==> src/rtl/seg_pkg.sv <==
// seg_pkg: shared definitions for the seven-segment scan controller.
//   SEG_BLANK   - active-low pattern with every segment off
//   DIGITS_DEF  - default number of scanned digits
//   DIV_DEF     - default clock cycles per digit slot
//   MAX_DIGITS  - widest digit bank the display-set typedef can hold
//   disp_set_t  - one display set: hex nibbles, per-digit enables, lz flag
package seg_pkg;

  localparam int DIGITS_DEF = 8;
  localparam int DIV_DEF    = 1000;
  localparam int MAX_DIGITS = 8;

  localparam logic [6:0] SEG_BLANK = 7'h7F;

  // Digit k lives in nib[4k+3:4k] and en[k]; bits above the configured
  // digit count are held at zero.
  typedef struct packed {
    logic [4*MAX_DIGITS-1:0] nib;
    logic [MAX_DIGITS-1:0]   en;
    logic                    lz;
  } disp_set_t;

endpackage

==> src/rtl/segment.sv <==
// segment: hex-to-seven-segment decoder, active-low outputs.
//   data - hex nibble to show
//   en   - 0 forces every segment off
//   seg  - {g,f,e,d,c,b,a}, 0 lights a segment
module segment
  import seg_pkg::*;
(
  input  logic [3:0] data,
  input  logic       en,
  output logic [6:0] seg
);

  always_comb begin
    seg = SEG_BLANK;
    if (en) begin
      case (data)
        4'h0:    seg = 7'b1000000;
        4'h1:    seg = 7'b1111001;
        4'h2:    seg = 7'b0100100;
        4'h3:    seg = 7'b0110000;
        4'h4:    seg = 7'b0011001;
        4'h5:    seg = 7'b0010010;
        4'h6:    seg = 7'b0000010;
        4'h7:    seg = 7'b1111000;
        4'h8:    seg = 7'b0000000;
        4'h9:    seg = 7'b0010000;
        4'hA:    seg = 7'b0001000;
        4'hB:    seg = 7'b0000011;
        4'hC:    seg = 7'b1000110;
        4'hD:    seg = 7'b0100001;
        4'hE:    seg = 7'b0000110;
        default: seg = 7'b0001110;
      endcase
    end
  end

endmodule

==> src/rtl/seg_scan_ctrl.sv <==
// seg_scan_ctrl: time-multiplexed scan controller for a common-anode
// seven-segment bank sharing a single hex decoder.
//   clk, rst          - clock, synchronous active-high reset
//   wr_valid/wr_ready - write handshake for a new display set
//   wr_data           - hex nibbles, digit k at [4k+3:4k]
//   wr_en             - per-digit enable, 0 blanks the digit
//   lz_blank          - leading-zero blanking mode for this write
//   seg               - active-low segment pattern (registered)
//   an                - active-low digit select (registered)
//   frame_done        - one-cycle pulse after the scan wraps to digit 0
// New contents are held in a pending set and copied to the active set
// only on the frame-boundary cycle, so a frame never mixes two writes.
module seg_scan_ctrl
  import seg_pkg::*;
#(
  parameter int DIGITS = DIGITS_DEF,
  parameter int DIV    = DIV_DEF
) (
  input  logic                  clk,
  input  logic                  rst,
  input  logic                  wr_valid,
  output logic                  wr_ready,
  input  logic [4*DIGITS-1:0]   wr_data,
  input  logic [DIGITS-1:0]     wr_en,
  input  logic                  lz_blank,
  output logic [6:0]            seg,
  output logic [DIGITS-1:0]     an,
  output logic                  frame_done
);

  localparam int IDX_W = (DIGITS > 1) ? $clog2(DIGITS) : 1;
  localparam int CNT_W = (DIV > 1) ? $clog2(DIV) : 1;
  localparam logic [IDX_W-1:0] IDX_LAST = IDX_W'(DIGITS - 1);
  localparam logic [CNT_W-1:0] CNT_LAST = CNT_W'(DIV - 1);

  logic [CNT_W-1:0]  cnt_reg;
  logic [IDX_W-1:0]  idx_reg;
  disp_set_t         active_reg;
  disp_set_t         pend_reg;
  logic              pend_full_reg;
  logic [6:0]        seg_reg;
  logic [DIGITS-1:0] an_reg;
  logic              frame_done_reg;

  logic              slot_end;
  logic              frame_wrap;
  logic              accept;
  disp_set_t         wr_payload;
  logic [DIGITS:0]   zero_above;
  logic [DIGITS-1:0] blank_vec;
  logic [3:0]        cur_nib;
  logic              cur_en;
  logic [6:0]        seg_next;
  logic [DIGITS-1:0] an_next;

  assign slot_end   = (cnt_reg == CNT_LAST);
  assign frame_wrap = slot_end && (idx_reg == IDX_LAST);
  assign wr_ready   = !pend_full_reg;
  assign accept     = wr_valid && !pend_full_reg;

  always_comb begin
    wr_payload                   = '0;
    wr_payload.nib[4*DIGITS-1:0] = wr_data;
    wr_payload.en[DIGITS-1:0]    = wr_en;
    wr_payload.lz                = lz_blank;
  end

  // zero_above[k] is set when every active nibble from the top digit down
  // to digit k is zero; digit 0 is exempt so a zero value still shows "0".
  assign zero_above[DIGITS] = 1'b1;

  generate
    for (genvar gi = 0; gi < DIGITS; gi++) begin : g_digit
      assign zero_above[gi] = (active_reg.nib[4*gi +: 4] == 4'h0) && zero_above[gi+1];
      if (gi == 0) begin : g_lsd
        assign blank_vec[gi] = !active_reg.en[gi];
      end else begin : g_upper
        assign blank_vec[gi] = !active_reg.en[gi] || (active_reg.lz && zero_above[gi]);
      end
    end
  endgenerate

  // Select the current digit's nibble and enable for the shared decoder.
  always_comb begin
    cur_nib = 4'h0;
    cur_en  = 1'b0;
    for (int k = 0; k < DIGITS; k++) begin
      if (idx_reg == IDX_W'(k)) begin
        cur_nib = active_reg.nib[4*k +: 4];
        cur_en  = !blank_vec[k];
      end
    end
  end

  segment u_segment (
    .data (cur_nib),
    .en   (cur_en),
    .seg  (seg_next)
  );

  // The first cycle of each slot keeps every anode off to avoid ghosting
  // while the segment lines settle on the new digit.
  always_comb begin
    an_next = '1;
    for (int k = 0; k < DIGITS; k++) begin
      if ((cnt_reg != '0) && (idx_reg == IDX_W'(k))) begin
        an_next[k] = 1'b0;
      end
    end
  end

  always_ff @(posedge clk) begin
    if (rst) begin
      cnt_reg        <= '0;
      idx_reg        <= '0;
      active_reg     <= '0;
      pend_reg       <= '0;
      pend_full_reg  <= 1'b0;
      seg_reg        <= SEG_BLANK;
      an_reg         <= '1;
      frame_done_reg <= 1'b0;
    end else begin
      if (slot_end) begin
        cnt_reg <= '0;
        idx_reg <= frame_wrap ? '0 : idx_reg + 1'b1;
      end else begin
        cnt_reg <= cnt_reg + 1'b1;
      end

      // A full pending set blocks new writes, so a commit and an accept
      // never fall on the same cycle.
      if (frame_wrap && pend_full_reg) begin
        active_reg    <= pend_reg;
        pend_full_reg <= 1'b0;
      end else if (accept) begin
        pend_reg      <= wr_payload;
        pend_full_reg <= 1'b1;
      end

      seg_reg        <= seg_next;
      an_reg         <= an_next;
      frame_done_reg <= frame_wrap;
    end
  end

  assign seg        = seg_reg;
  assign an         = an_reg;
  assign frame_done = frame_done_reg;

endmodule
==> config.mk <==
export PLATFORM = sky130hd
export DESIGN_NAME = seg_scan_ctrl
export DESIGN_NICKNAME = d
export VERILOG_FILES = /design/src/rtl/seg_pkg.sv /design/src/rtl/segment.sv /design/src/rtl/seg_scan_ctrl.sv
export SDC_FILE = /design/constraint.sdc
export NUM_CORES = 1
export LEC_CHECK = 0
export BUFFER_PORTS_ARGS = -buffer_cell sky130_fd_sc_hd__clkbuf_2
export CORE_MARGIN = 1
export CORE_UTILIZATION = 52
export CTS_CLUSTER_DIAMETER = 100
export DETAILED_ROUTE_END_ITERATION = 6
export GPL_ROUTABILITY_DRIVEN = 0
export PLACE_DENSITY = 0.76
export SLEW_MARGIN = 15
export SYNTH_ARGS = -nofsm -noshare
export SYNTH_HDL_FRONTEND = slang
export SYNTH_HIERARCHICAL = 1
export SYNTH_SLANG_ARGS = --single-unit
==> constraint.sdc <==
create_clock -name clk -period 2.8 [get_ports clk]
set_input_delay 0.28 -clock clk [delete_from_list [all_inputs] [get_ports clk]]
set_output_delay 0.28 -clock clk [all_outputs]
set_load 0.05 [all_outputs]
==> results.sh <==
export IMPL_violations="design-rule violations"
export IMPL_rr_worst_depth=12
export IMPL_syn_area_per_cell_um2=8.11
export IMPL_worst_clock_skew_ps=13.4
export IMPL_grt_usage_pct=22.5
export IMPL_async_flop_share_pct=0
export IMPL_fin_crit_ps=2750
export IMPL_cp_slowest_cell="dfxtp_4"
export IMPL_path_clk_slew_ps=110
export IMPL_yosysTopAreaCell="dfxtp_1"
export IMPL_synthesis_area_um2=4830
export IMPL_power_density_nw_per_um2=515
export IMPL_cts_made_buffers=9
export IMPL_ys_seq_area_share_pct=46.4
export IMPL_dp_final_hpwl_mm=7.41
export IMPL_period_share_pct=98.1
export IMPL_maxCapViolations=0
export IMPL_r2r_slack_ps=50
export IMPL_synthesis_nets=655
export IMPL_layout_drive_gt1_share_pct=22.5
export IMPL_die_area_um2=9680
export IMPL_status="finished, violations left"
export IMPL_cts_sinks=112
export IMPL_die_y_um=98.4
export IMPL_drt_pass1_iterations=7
export IMPL_min_path_cells=3
export IMPL_ctsHoldBuffers=0
export IMPL_drt_initial_drc_count=244
export IMPL_layout_common_cells="nand2_1, dfxtp_1, a21oi_1, clkbuf_2, nor2_1"
export IMPL_synth_cell_types=52
export IMPL_crit_buf_inv=3
export IMPL_power_leakage_uw=0.00217
export IMPL_cp_required_ps=3070
export IMPL_design_core_area_um2=8850
export IMPL_crit_path_max_fanout=6
export IMPL_ios=61
export IMPL_clock_latency_ps=380
export IMPL_antenna_found_initial=0
export IMPL_overflow=0
export IMPL_area_delta_synth_final_pct=16.6
export IMPL_hold_path_end="pend_reg[1]"
export IMPL_end_kind="register"
export IMPL_synth_top_cell_area_share_pct=46.4
export IMPL_clockBufferDepth=2
export IMPL_drc_errors=3
export IMPL_relSlewSlack_pct=67.5
export IMPL_fin_ws_ps=52.8
export IMPL_critical_path_max_stage_delay_ps=370
export IMPL_synth_edf_count=0
export IMPL_p_total_uw=2900
export IMPL_worst_slew_pin_transition_ps=483
export IMPL_hold_path_class="input port to register"
export IMPL_wl_per_cell_um=13.9
export IMPL_holdCritStartpoint="wr_en[0]"
export IMPL_max_vdd_ir_drop_v=0.000248
export IMPL_rr_startpoint="idx_reg[1]"
export IMPL_vias=4197
export IMPL_crit_chain="inv_2 > ha_4 > buf_2 > a211o_1 > a32oi_2 > a21o_1 > a31oi_4 > buf_6 > ha_1 > mux2_2 > o32a_1 > or2_2"
export IMPL_yosysWarnings=6
export IMPL_cp_start_kind="register"
export IMPL_routed_wirelength_mm=10.7
export IMPL_cts_root_buf="clkbuf_8"
export IMPL_htree_levels=3
export IMPL_nNetsFinal=716
export IMPL_numPortBuffers=60
export IMPL_synth_ff_type="dfxtp_1"
export IMPL_crit_type="register to register"
export IMPL_final_common_cell="nand2_1"
export IMPL_grt_max_degree=50
export IMPL_cp_top_family="compound AO/OA/AOI/OAI gates"
export IMPL_fmax_mhz=364
export IMPL_rows=34
export IMPL_cp_arrival_ps=3020
export IMPL_grt_pass1_wl_mm=17.6
export IMPL_synthTopCellsByArea="dfxtp_1, nand2_1, a21oi_1"
export IMPL_syn_inst=596
export IMPL_avgViaCountPerCell=5.45
export IMPL_timing_rr_end="seg[3]"
export IMPL_die_w_um=98.4
export IMPL_ant_nets=0
export IMPL_slew_violations=0
export IMPL_diodes=0
export IMPL_hold_viol_final=0
export IMPL_ys_ff_latch=112
export IMPL_pre_cts_ws_ps=-131
export IMPL_setup_viol=0
export IMPL_start_util_pct=54.6
export IMPL_cts_tree="built"
export IMPL_first_global_vias=3850
## cell usage after synthesis, types with 2 or more instances
cell      instances
nor4_1            4
o31a_1            2
clkbuf_1         31
dfxtp_1         112
xor2_1            2
and3_1            4
a21o_1            4
buf_2             2
a21oi_1          81
buf_12            4
ha_1             15
buf_6             2
xnor2_1           7
a32oi_1           5
o21ai_0           7
mux2i_1           4
nor3_1            3
nand2_1         187
and2_1            5
a211o_1           4
inv_1            13
a31oi_1           7
or2_2             8
nand3_1           7
a21oi_2           8
or4_1             3
nand2b_1          7
and3b_1           4
nor2_1           31
## metrics by stage
step	instances	TNS (ps)	hold slack (ps)	util [%]	area, µm²
4_1_cts	767	0	91.1	62.5	5530
2_1_floorplan	596	0	416	-	4850
3_5_place_dp	751	-333	446	59.3	5250
3_3_place_gp	751	0	440	59.3	5250
6_report	770	0	102	63.7	5630
5_1_grt	770	-3.00	101	63.7	5630
## worst reg2reg max path: cells and delay by family, from the launching register on
family / cells / cell delay, ps
multiplexers: 1 / 270
adder cells (fa/ha/maj): 2 / 360
AO/OA/AOI/OAI: 5 / 980
flip-flops: 1 / 370
AND/OR/NAND/NOR: 1 / 270
buffers and inverters: 3 / 380
## timing repair
action,4_1_cts,5_1_grt
resized for setup,10,22
pin swaps,0,3
cloned,0,1
buffers inserted,0,2
endpoints found under the setup margin,7,4
## worst max path at each step
stage	start	endpoint	slack, ps	depth (start not counted)
after floorplan	idx_reg[2]	seg[3]	20	12
after global placement	idx_reg[0]	seg[3]	50	10
after detailed placement	idx_reg[0]	seg[4]	-130	11
after CTS	idx_reg[0]	seg[3]	20	11
after global routing	idx_reg[0]	seg[3]	-3	11
final	idx_reg[1]	seg[3]	50	12
## final cells by class
type,instances,area (µm²)
multi-input cells,432,2450
repair buffers,89,517
flip-flops and latches,112,2250
inverters,13,48.8
fillers,774,3210
clock inverters,7,111
well taps,108,135
clock buffers,9,124
## kinds of logic after synthesis
group | Yosys count | share of synthesized area, %
AOI/OAI and AO/OA | 130 | 16.3
and+or+nand+nor | 273 | 24.9
xor gates and xnor gates | 9 | 1.63
DFF | 112 | 46.4
muxes | 5 | 1.06
buffers and inverters | 52 | 5.75
adders and majority gates | 15 | 3.89
## metal layers
layer | global-route usage (%) | vias up | share of wire, %
li1 | - | 2102 | -
met5 | 0 | - | 0
met3 | 3.87 | 23 | 4.8
met2 | 36.9 | 135 | 46
met1 | 29.8 | 1937 | 47
met4 | 8.50 | 0 | 2.2
## report_power, final
group          switching, µW  internal, µW
clock network            572           523
registers               22.6          1630
logic                   94.2          59.5
Note: power is estimated with default switching activity, not from simulation.
